**src/rtl/issue_scheduler_pkg.sv**
```systemverilog
// issue_scheduler_pkg: shared widths and reservation-station entry layout
package issue_scheduler_pkg;

    localparam int TAG_W     = 6;
    localparam int ROB_W     = 6;
    localparam int DATA_W    = 32;
    localparam int ALUCTRL_W = 4;

    typedef struct packed {
        logic                 valid;
        logic [ALUCTRL_W-1:0] alu_control;
        logic                 alu_src;
        logic                 is_for_lsq;
        logic [DATA_W-1:0]    imm;
        logic                 rs1_ready;
        logic [TAG_W-1:0]     rs1_tag;
        logic [DATA_W-1:0]    rs1_value;
        logic                 rs2_ready;
        logic [TAG_W-1:0]     rs2_tag;
        logic [DATA_W-1:0]    rs2_value;
        logic [TAG_W-1:0]     dest_tag;
        logic [ROB_W-1:0]     rob_index;
    } rs_entry_t;

endpackage

```
**src/rtl/issue_scheduler_picker.sv**
```systemverilog
// priority_picker: lowest-index one-hot grant plus any-request flag
module priority_picker #(
    parameter int N = 8
) (
    input  logic [N-1:0] req,
    output logic [N-1:0] grant,
    output logic         any
);

    // two's complement isolates the lowest set bit
    assign grant = req & (-req);
    assign any   = |req;

endmodule

```
**src/rtl/issue_scheduler.sv**
```systemverilog
// issue_scheduler: reservation station with operand wakeup and single-issue select
module issue_scheduler
    import issue_scheduler_pkg::*;
#(
    parameter int NUM_ENTRIES = 8,
    parameter int NUM_FU      = 3
) (
    input  logic                        clk,
    input  logic                        reset,
    input  logic                        dispatch_valid,
    output logic                        dispatch_ready,
    input  logic [ALUCTRL_W-1:0]        dispatch_ALUControl,
    input  logic                        dispatch_ALUSrc,
    input  logic                        dispatch_is_for_lsq,
    input  logic [DATA_W-1:0]           dispatch_imm,
    input  logic [TAG_W-1:0]            dispatch_rs1_tag,
    input  logic [TAG_W-1:0]            dispatch_rs2_tag,
    input  logic                        dispatch_rs1_ready,
    input  logic                        dispatch_rs2_ready,
    input  logic [DATA_W-1:0]           dispatch_rs1_value,
    input  logic [DATA_W-1:0]           dispatch_rs2_value,
    input  logic [TAG_W-1:0]            dispatch_tag_to_output,
    input  logic [ROB_W-1:0]            dispatch_rob_index,
    input  logic [NUM_FU-1:0]           fu_available,
    input  logic [NUM_FU-1:0]           wakeup_active,
    input  logic [TAG_W*NUM_FU-1:0]     wakeup_tag,
    input  logic [DATA_W*NUM_FU-1:0]    wakeup_value,
    output logic [NUM_FU-1:0]           issue_write_enable,
    output logic [ALUCTRL_W-1:0]        issue_ALUControl,
    output logic                        issue_ALUSrc,
    output logic                        issue_is_for_lsq,
    output logic [DATA_W-1:0]           issue_imm,
    output logic [DATA_W-1:0]           issue_rs1_value,
    output logic [DATA_W-1:0]           issue_rs2_value,
    output logic [TAG_W-1:0]            issue_tag_to_output,
    output logic [ROB_W-1:0]            issue_rob_index,
    output logic [$clog2(NUM_ENTRIES):0] occupancy
);

    localparam int OCC_W = $clog2(NUM_ENTRIES) + 1;

    rs_entry_t entries     [NUM_ENTRIES];
    rs_entry_t entries_nxt [NUM_ENTRIES];
    rs_entry_t new_entry;
    rs_entry_t picked;

    logic [NUM_ENTRIES-1:0] valid_vec;
    logic [NUM_ENTRIES-1:0] elig_vec;
    logic [NUM_ENTRIES-1:0] alloc_grant;
    logic [NUM_ENTRIES-1:0] sel_grant;
    logic [NUM_FU-1:0]      fu_grant;
    logic                   alloc_any;
    logic                   elig_any;
    logic                   fu_any;
    logic                   do_issue;
    logic                   do_dispatch;
    logic [DATA_W:0]        wk1;
    logic [DATA_W:0]        wk2;
    logic [DATA_W:0]        ew1;
    logic [DATA_W:0]        ew2;

    // {hit, value}; descending scan lets the lowest FU index win
    function automatic logic [DATA_W:0] wake_lookup(
        input logic [TAG_W-1:0]        tag,
        input logic [NUM_FU-1:0]       act,
        input logic [TAG_W*NUM_FU-1:0] tags,
        input logic [DATA_W*NUM_FU-1:0] vals
    );
        logic [DATA_W:0] r;
        r = '0;
        for (int f = NUM_FU - 1; f >= 0; f--)
            if (act[f] && tags[TAG_W*f +: TAG_W] == tag)
                r = {1'b1, vals[DATA_W*f +: DATA_W]};
        return r;
    endfunction

    always_comb begin
        valid_vec = '0;
        elig_vec  = '0;
        occupancy = '0;
        for (int i = 0; i < NUM_ENTRIES; i++) begin
            valid_vec[i] = entries[i].valid;
            elig_vec[i]  = entries[i].valid && entries[i].rs1_ready && entries[i].rs2_ready;
            occupancy    = occupancy + OCC_W'(entries[i].valid);
        end
    end

    priority_picker #(.N(NUM_ENTRIES)) u_alloc (.req(~valid_vec), .grant(alloc_grant), .any(alloc_any));
    priority_picker #(.N(NUM_ENTRIES)) u_select (.req(elig_vec), .grant(sel_grant), .any(elig_any));
    priority_picker #(.N(NUM_FU)) u_fu (.req(fu_available), .grant(fu_grant), .any(fu_any));

    assign dispatch_ready = !reset && alloc_any;
    assign do_dispatch    = dispatch_valid && dispatch_ready;
    assign do_issue       = !reset && elig_any && fu_any;

    always_comb begin
        wk1 = wake_lookup(dispatch_rs1_tag, wakeup_active, wakeup_tag, wakeup_value);
        wk2 = wake_lookup(dispatch_rs2_tag, wakeup_active, wakeup_tag, wakeup_value);
        new_entry             = '0;
        new_entry.valid       = 1'b1;
        new_entry.alu_control = dispatch_ALUControl;
        new_entry.alu_src     = dispatch_ALUSrc;
        new_entry.is_for_lsq  = dispatch_is_for_lsq;
        new_entry.imm         = dispatch_imm;
        new_entry.rs1_tag     = dispatch_rs1_tag;
        new_entry.rs2_tag     = dispatch_rs2_tag;
        new_entry.dest_tag    = dispatch_tag_to_output;
        new_entry.rob_index   = dispatch_rob_index;
        new_entry.rs1_ready   = dispatch_rs1_tag == '0 || dispatch_rs1_ready || wk1[DATA_W];
        new_entry.rs2_ready   = dispatch_rs2_tag == '0 || dispatch_rs2_ready || wk2[DATA_W] || dispatch_ALUSrc;
        new_entry.rs1_value   = dispatch_rs1_tag == '0 ? '0 : dispatch_rs1_ready ? dispatch_rs1_value : wk1[DATA_W-1:0];
        new_entry.rs2_value   = dispatch_rs2_tag == '0 ? '0 : dispatch_rs2_ready ? dispatch_rs2_value : wk2[DATA_W-1:0];
    end

    always_comb begin
        entries_nxt = entries;
        ew1 = '0;
        ew2 = '0;
        for (int i = 0; i < NUM_ENTRIES; i++) begin
            ew1 = wake_lookup(entries[i].rs1_tag, wakeup_active, wakeup_tag, wakeup_value);
            ew2 = wake_lookup(entries[i].rs2_tag, wakeup_active, wakeup_tag, wakeup_value);
            if (entries[i].valid && !entries[i].rs1_ready && ew1[DATA_W]) begin
                entries_nxt[i].rs1_ready = 1'b1;
                entries_nxt[i].rs1_value = ew1[DATA_W-1:0];
            end
            if (entries[i].valid && !entries[i].rs2_ready && ew2[DATA_W]) begin
                entries_nxt[i].rs2_ready = 1'b1;
                entries_nxt[i].rs2_value = ew2[DATA_W-1:0];
            end
            if (do_issue && sel_grant[i])
                entries_nxt[i].valid = 1'b0;
            if (do_dispatch && alloc_grant[i])
                entries_nxt[i] = new_entry;
        end
    end

    always_ff @(posedge clk)
        if (reset)
            entries <= '{default: '0};
        else
            entries <= entries_nxt;

    // sel_grant is one-hot, so at most one entry drives the bus
    always_comb begin
        picked = '0;
        for (int i = 0; i < NUM_ENTRIES; i++)
            if (sel_grant[i])
                picked = entries[i];
        issue_write_enable  = do_issue ? fu_grant : '0;
        issue_ALUControl    = do_issue ? picked.alu_control : '0;
        issue_ALUSrc        = do_issue ? picked.alu_src : 1'b0;
        issue_is_for_lsq    = do_issue ? picked.is_for_lsq : 1'b0;
        issue_imm           = do_issue ? picked.imm : '0;
        issue_rs1_value     = do_issue ? picked.rs1_value : '0;
        issue_rs2_value     = do_issue ? picked.rs2_value : '0;
        issue_tag_to_output = do_issue ? picked.dest_tag : '0;
        issue_rob_index     = do_issue ? picked.rob_index : '0;
    end

endmodule

```
**config.mk**
```make
export PLATFORM = sky130hd
export DESIGN_NAME = issue_scheduler
export DESIGN_NICKNAME = d
export VERILOG_FILES = /design/src/rtl/issue_scheduler_pkg.sv /design/src/rtl/issue_scheduler_picker.sv /design/src/rtl/issue_scheduler.sv
export SDC_FILE = /design/constraint.sdc
export NUM_CORES = 2
export LEC_CHECK = 0
export CAP_MARGIN = 20
export CORE_MARGIN = 3
export CORE_UTILIZATION = 53
export DETAILED_ROUTE_END_ITERATION = 10
export GPL_TIMING_DRIVEN = 0
export PLACE_DENSITY = 0.75
export SLEW_MARGIN = 5
export SYNTH_ARGS = -nofsm -noshare
export SYNTH_HDL_FRONTEND = slang
export SYNTH_HIERARCHICAL = 1
export SYNTH_SLANG_ARGS = --single-unit
```
**constraint.sdc**
```tcl
create_clock -name clk -period 3.2 [get_ports clk]
set_input_delay 0.64 -clock clk [delete_from_list [all_inputs] [get_ports clk]]
set_output_delay 0.64 -clock clk [all_outputs]
set_load 0.05 [all_outputs]
```
==> results.py, run 1 <==
metrics = {
    "run_status": {
        "outcome": "aborted with a tool error",
        "failed_stage": "5_1_grt",
        "firstError": "[ERROR GRT-0232] Routing congestion too high. Check the congestion heatmap in the GUI.",
    },
    "cts": {
        "numCtsBuffers": 114,
        "holdBufCountCts": 0,
        "cts.htree.levels": 3,
        "clkSinkCount": 1032,
        "cts_buffer_depth": 3,
        "cts-root-buf": "clkbuf_16",
    },
    "synth": {
        "synth_top_area_cell": "dfxtp_1",
        "yosys.area.top_type_share": 0.318,
        "synth_seq_area_share": 0.318,
        "synth_edf_count": 0,
        "yosysWarnings": 6,
        "synth.area.top_cells": "dfxtp_1, nand2_1, a21oi_1",
        "synthesis.area_um2": 65000,
        "syn_nets": 8906,
        "synth_most_common_cell": "nand2_1",
        "ys_async_sr_fraction": 0,
        "syn_inst": 8648,
        "postSynthAreaPerCell_um2": 7.51,
        "ys.flop_type": "dfxtp_1",
        "ys_seq_elements": 1032,
        "synth_cell_types": 81,
        "ys_top_cells_by_count": "nand2_1, dfxtp_1, clkbuf_1, a21oi_1, o21ai_0",
    },
    "placement": {
        "place_congestion": 1.31,
        "hpwlAfterDp_um": 342000,
        "port-buffer-count": 252,
    },
    "floorplanning": {
        "io_pins": 373,
        "initial_core_util": 0.538,
        "die_x_um": 356,
        "die_h_um": 356,
        "fp-row-count": 127,
    },
    "global_routing": {
        "overflow": 3,
        "grt_max_degree": 19,
        "grt_util_all_layers": 0.752,
    },
}
[per-stage QoR]
stage               utilization  std cells  instance area, µm²  setup slack, ns
floorplan                     -       8648               65100           -0.241
detailed placement        0.582      10600               70200            -3.29
CTS                       0.627      10800               75800            -1.33
global placement          0.577      10500               69700            -3.82
[logic make-up after synthesis]
kind of cell               share of synthesized area
AOI/OAI and AO/OA                              0.332
and+or+nand+nor                                0.214
buffers and inverters                         0.0761
DFF                                            0.318
xor gates and xnor gates                      0.0438
muxes                                         0.0144
adders and majority gates                    0.00181
[per-layer routing]
| layer | track usage | overflow |
|---|---|---|
| met1 | 0.777 | 0 |
| met2 | 0.883 | 1 |
| met3 | 0.608 | 1 |
| met4 | 0.720 | 1 |
| met5 | 0.367 | 0 |
[repair_timing]
| item | CTS |
|---|---|
| pin swaps | 24 |
| buffers inserted | 31 |
| cloned | 5 |
| resized for setup | 1117 |
| hold endpoints to repair | 0 |
| setup endpoints to repair | 1154 |
==> run 2, diff against run 1 <==
CORE_UTILIZATION = 38   (was 53)
PLACE_DENSITY = unset   (was 0.75)
PLACE_DENSITY_LB_ADDON = 0.15   (was unset)
clock period = 4.2 ns   (was 3.2 ns; I/O delays follow)
==> run 2 against run 1 <==
Effect of this change: the flow now finishes, with violations (setup timing); synthesized area did not move; synthesized cell count is the same.
==> results.py, run 2 <==
metrics = {
    "sta": {
        "timing.final.crit_share": 1.14,
        "hold_viol_final": 0,
        "fmax_mhz": 208,
        "slew_headroom": 0.0811,
        "final_max_slew_viol_count": 0,
        "setup_violations": 297,
        "period_minus_slack_ns": 4.80,
        "skew_ns": 0.0998,
        "worst_pin_slew_ns": 1.38,
        "setup_ws_ns": -0.599,
        "rsz0062_at_grt": "true",
    },
    "synth": {
        "yosys.area.top_type_share": 0.318,
        "ys_top_cells_by_count": "nand2_1, dfxtp_1, clkbuf_1, a21oi_1, o21ai_0",
        "syn_nets": 8906,
        "ys.flop_type": "dfxtp_1",
        "synth_most_common_cell": "nand2_1",
        "ys_seq_elements": 1032,
        "ys_async_sr_fraction": 0,
        "syn_inst": 8648,
        "synth.area.top_cells": "dfxtp_1, nand2_1, a21oi_1",
        "postSynthAreaPerCell_um2": 7.51,
        "synth_edf_count": 0,
        "synth_cell_types": 81,
        "synth_top_area_cell": "dfxtp_1",
        "synth_seq_area_share": 0.318,
        "yosysWarnings": 6,
        "synthesis.area_um2": 65000,
    },
    "cells_and_area": {
        "mostFrequentLayoutCells": "nand2_1, dfxtp_1, a21oi_1",
        "final_nets": 9557,
        "reg.largest.list": "entries (1032)",
        "final_common_cell": "nand2_1",
        "synthToLayoutAreaGrowth_pct": 28.9,
        "nFillCells": 16400,
        "drive_above_1_share": 0.182,
        "layoutNonFillerInstCount": 11700,
        "largest_register": "entries",
        "final_cell_area_um2": 83700,
        "largest_reg_flops": 1032,
    },
    "route": {
        "routedWlPerCell_um": 45.5,
        "dr_total_vias": 86900,
        "wirelength_um": 531000,
        "drt_iter0_drc": 15900,
        "dr.pass1.iters": 9,
        "postRouteAntennaNets": 0,
        "remaining_drc_errors": 0,
        "via_per_inst": 7.46,
    },
    "cts": {
        "clkSinkCount": 1032,
        "cts.htree.levels": 3,
        "cts_tree": "built",
        "numCtsBuffers": 120,
        "cts_buffer_depth": 3,
        "cts-root-buf": "clkbuf_16",
        "clk_latency_ns": 0.90,
        "clk_pin_slew_ns": 0.07,
        "holdBufCountCts": 0,
    },
    "power": {
        "powerDensity_nw_per_um2": 304,
        "p_leak_nw": 29.0,
        "peakVddDrop_uv": 532,
    },
    "placement": {
        "place_area_um2": 71400,
        "pre_cts_slack_ns": -3.21,
        "placed_cells": 11200,
        "port-buffer-count": 252,
        "place_congestion": 1.15,
        "hpwlAfterDp_um": 402000,
    },
    "floorplanning": {
        "io_pins": 373,
        "fp-row-count": 151,
        "die_x_um": 419,
        "die_h_um": 419,
        "die-area_um2": 176000,
        "coreArea_um2": 170000,
        "initial_core_util": 0.383,
    },
    "worst_setup_path": {
        "cp-end-kind": "primary output",
        "cp.required_ns": 3.36,
        "crit_fanout": 5,
        "rr_worst_depth": 11,
        "critPathArrivalTime_ns": 3.96,
        "critPathLaunchType": "register",
        "path_class": "register to primary output",
    },
    "global_routing": {
        "antenna_found_initial": 41,
        "grt_pass1_vias": 78600,
        "grt_max_degree": 22,
        "grt_pass1_wl_um": 689000,
        "grt_util_all_layers": 0.571,
        "overflow": 0,
    },
    "run": {
        "maxCapViolations": 0,
    },
    "hold_path": {
        "min_delay_path_depth": 3,
        "hold_class": "input pin to register",
    },
    "run_status": {
        "violations": "setup timing",
        "outcome": "finished, violations left",
    },
}
==> run 2: kinds of logic (layout without fill, tap and decap cells) <==
family | Yosys count | after routing | synth area share
AND/OR/NAND/NOR | 2903 | 2903 | 0.214
multiplexers | 93 | 93 | 0.0144
flip-flops | 1032 | 1032 | 0.318
AO/OA/AOI/OAI | 3083 | 3083 | 0.332
buffers and inverters | 1205 | 1957 | 0.0761
XOR/XNOR | 325 | 325 | 0.0438
adder cells (fa/ha/maj) | 7 | 7 | 0.00181
other | 0 | 44 | 0
==> run 2: layout make-up <==
cell class / count / area [µm²] / area share
Tap cell: 2218 / 2780 / 0.0331
Inverter: 64 / 253 / 0.00302
Antenna cell: 44 / 110 / 0.00132
Clock inverter: 54 / 886 / 0.0106
Buffer: 1114 / 6500 / 0.0777
Timing Repair Buffer: 556 / 7060 / 0.0843
Sequential cell: 1032 / 20700 / 0.247
Multi-Input combinational cell: 6411 / 41900 / 0.501
Clock buffer: 169 / 3530 / 0.0421
==> run 2: metrics by stage <==
| stage | TNS [ns] | util | power, mW | hold slack, ns |
|---|---|---|---|---|
| 6_report | -54.97 | 0.493 | 25.5 | 0.246 |
| 3_5_place_dp | -884.75 | 0.421 | 13.2 | 0.442 |
| 4_1_cts | -50.16 | 0.476 | 24.9 | 0.234 |
| 5_1_grt | -36.14 | 0.493 | 25.5 | 0.267 |
| 3_3_place_gp | -1294.37 | 0.414 | 13.2 | 0.436 |
| 2_1_floorplan | 0 | - | 11.5 | 0.425 |
==> run 2: power breakdown <==
part           leakage [nW]  internal [mW]  switching (mW)
clock                  2.14           6.92            5.17
combinational          18.6          0.720            2.71
sequential             8.33           9.88          0.0715
==> run 2: worst paths after layout <==
kind | slack [ns] | start | end
hold / removal | 0.25 | dispatch_imm[1] | entries[220]$_SDFFE_PP0P_
setup / recovery | -0.60 | entries[902]$_SDFFE_PP0P_ | issue_rs2_value[6]
setup reg to reg | -0.17 | entries[257]$_SDFFE_PP0P_ | entries[699]$_SDFFE_PP0P_
hold reg to reg | 0.45 | entries[220]$_SDFFE_PP0P_ | entries[220]$_SDFFE_PP0P_
==> run 2: what timing repair did <==
item                        CTS  global route
hold endpoints to repair      0             0
resized for setup          1928           769
setup buffers                99           109
setup endpoints to repair   832           792
cloned                       25             8
pin swaps                   199           229
==> run 2: metal layers <==
metal / global-route usage / routed length (µm) / part of all wire / vias to the layer above
li1: - / - / - / 33500
met1: 0.669 / 186000 / 0.35 / 41700
met2: 0.757 / 199000 / 0.37 / 8928
met3: 0.244 / 77600 / 0.15 / 2775
met4: 0.568 / 67300 / 0.13 / 33
met5: 0.00889 / 849 / 0.0016 / -
==> run 2: worst max-delay path, cell delays in order (launching register included) <==
cell,delay (ns)
dfxtp_4,0.38
and3_4,0.23
nor2b_4,0.25
clkbuf_16,0.26
clkbuf_16,0.20
buf_12,0.15
buf_12,0.15
a211oi_4,0.07
o31ai_4,0.42
o21ai_1,0.16
o21ai_2,0.30
a32o_2,0.30
buf_8,0.16
No activity file was read; power rests on OpenSTA's default activity.
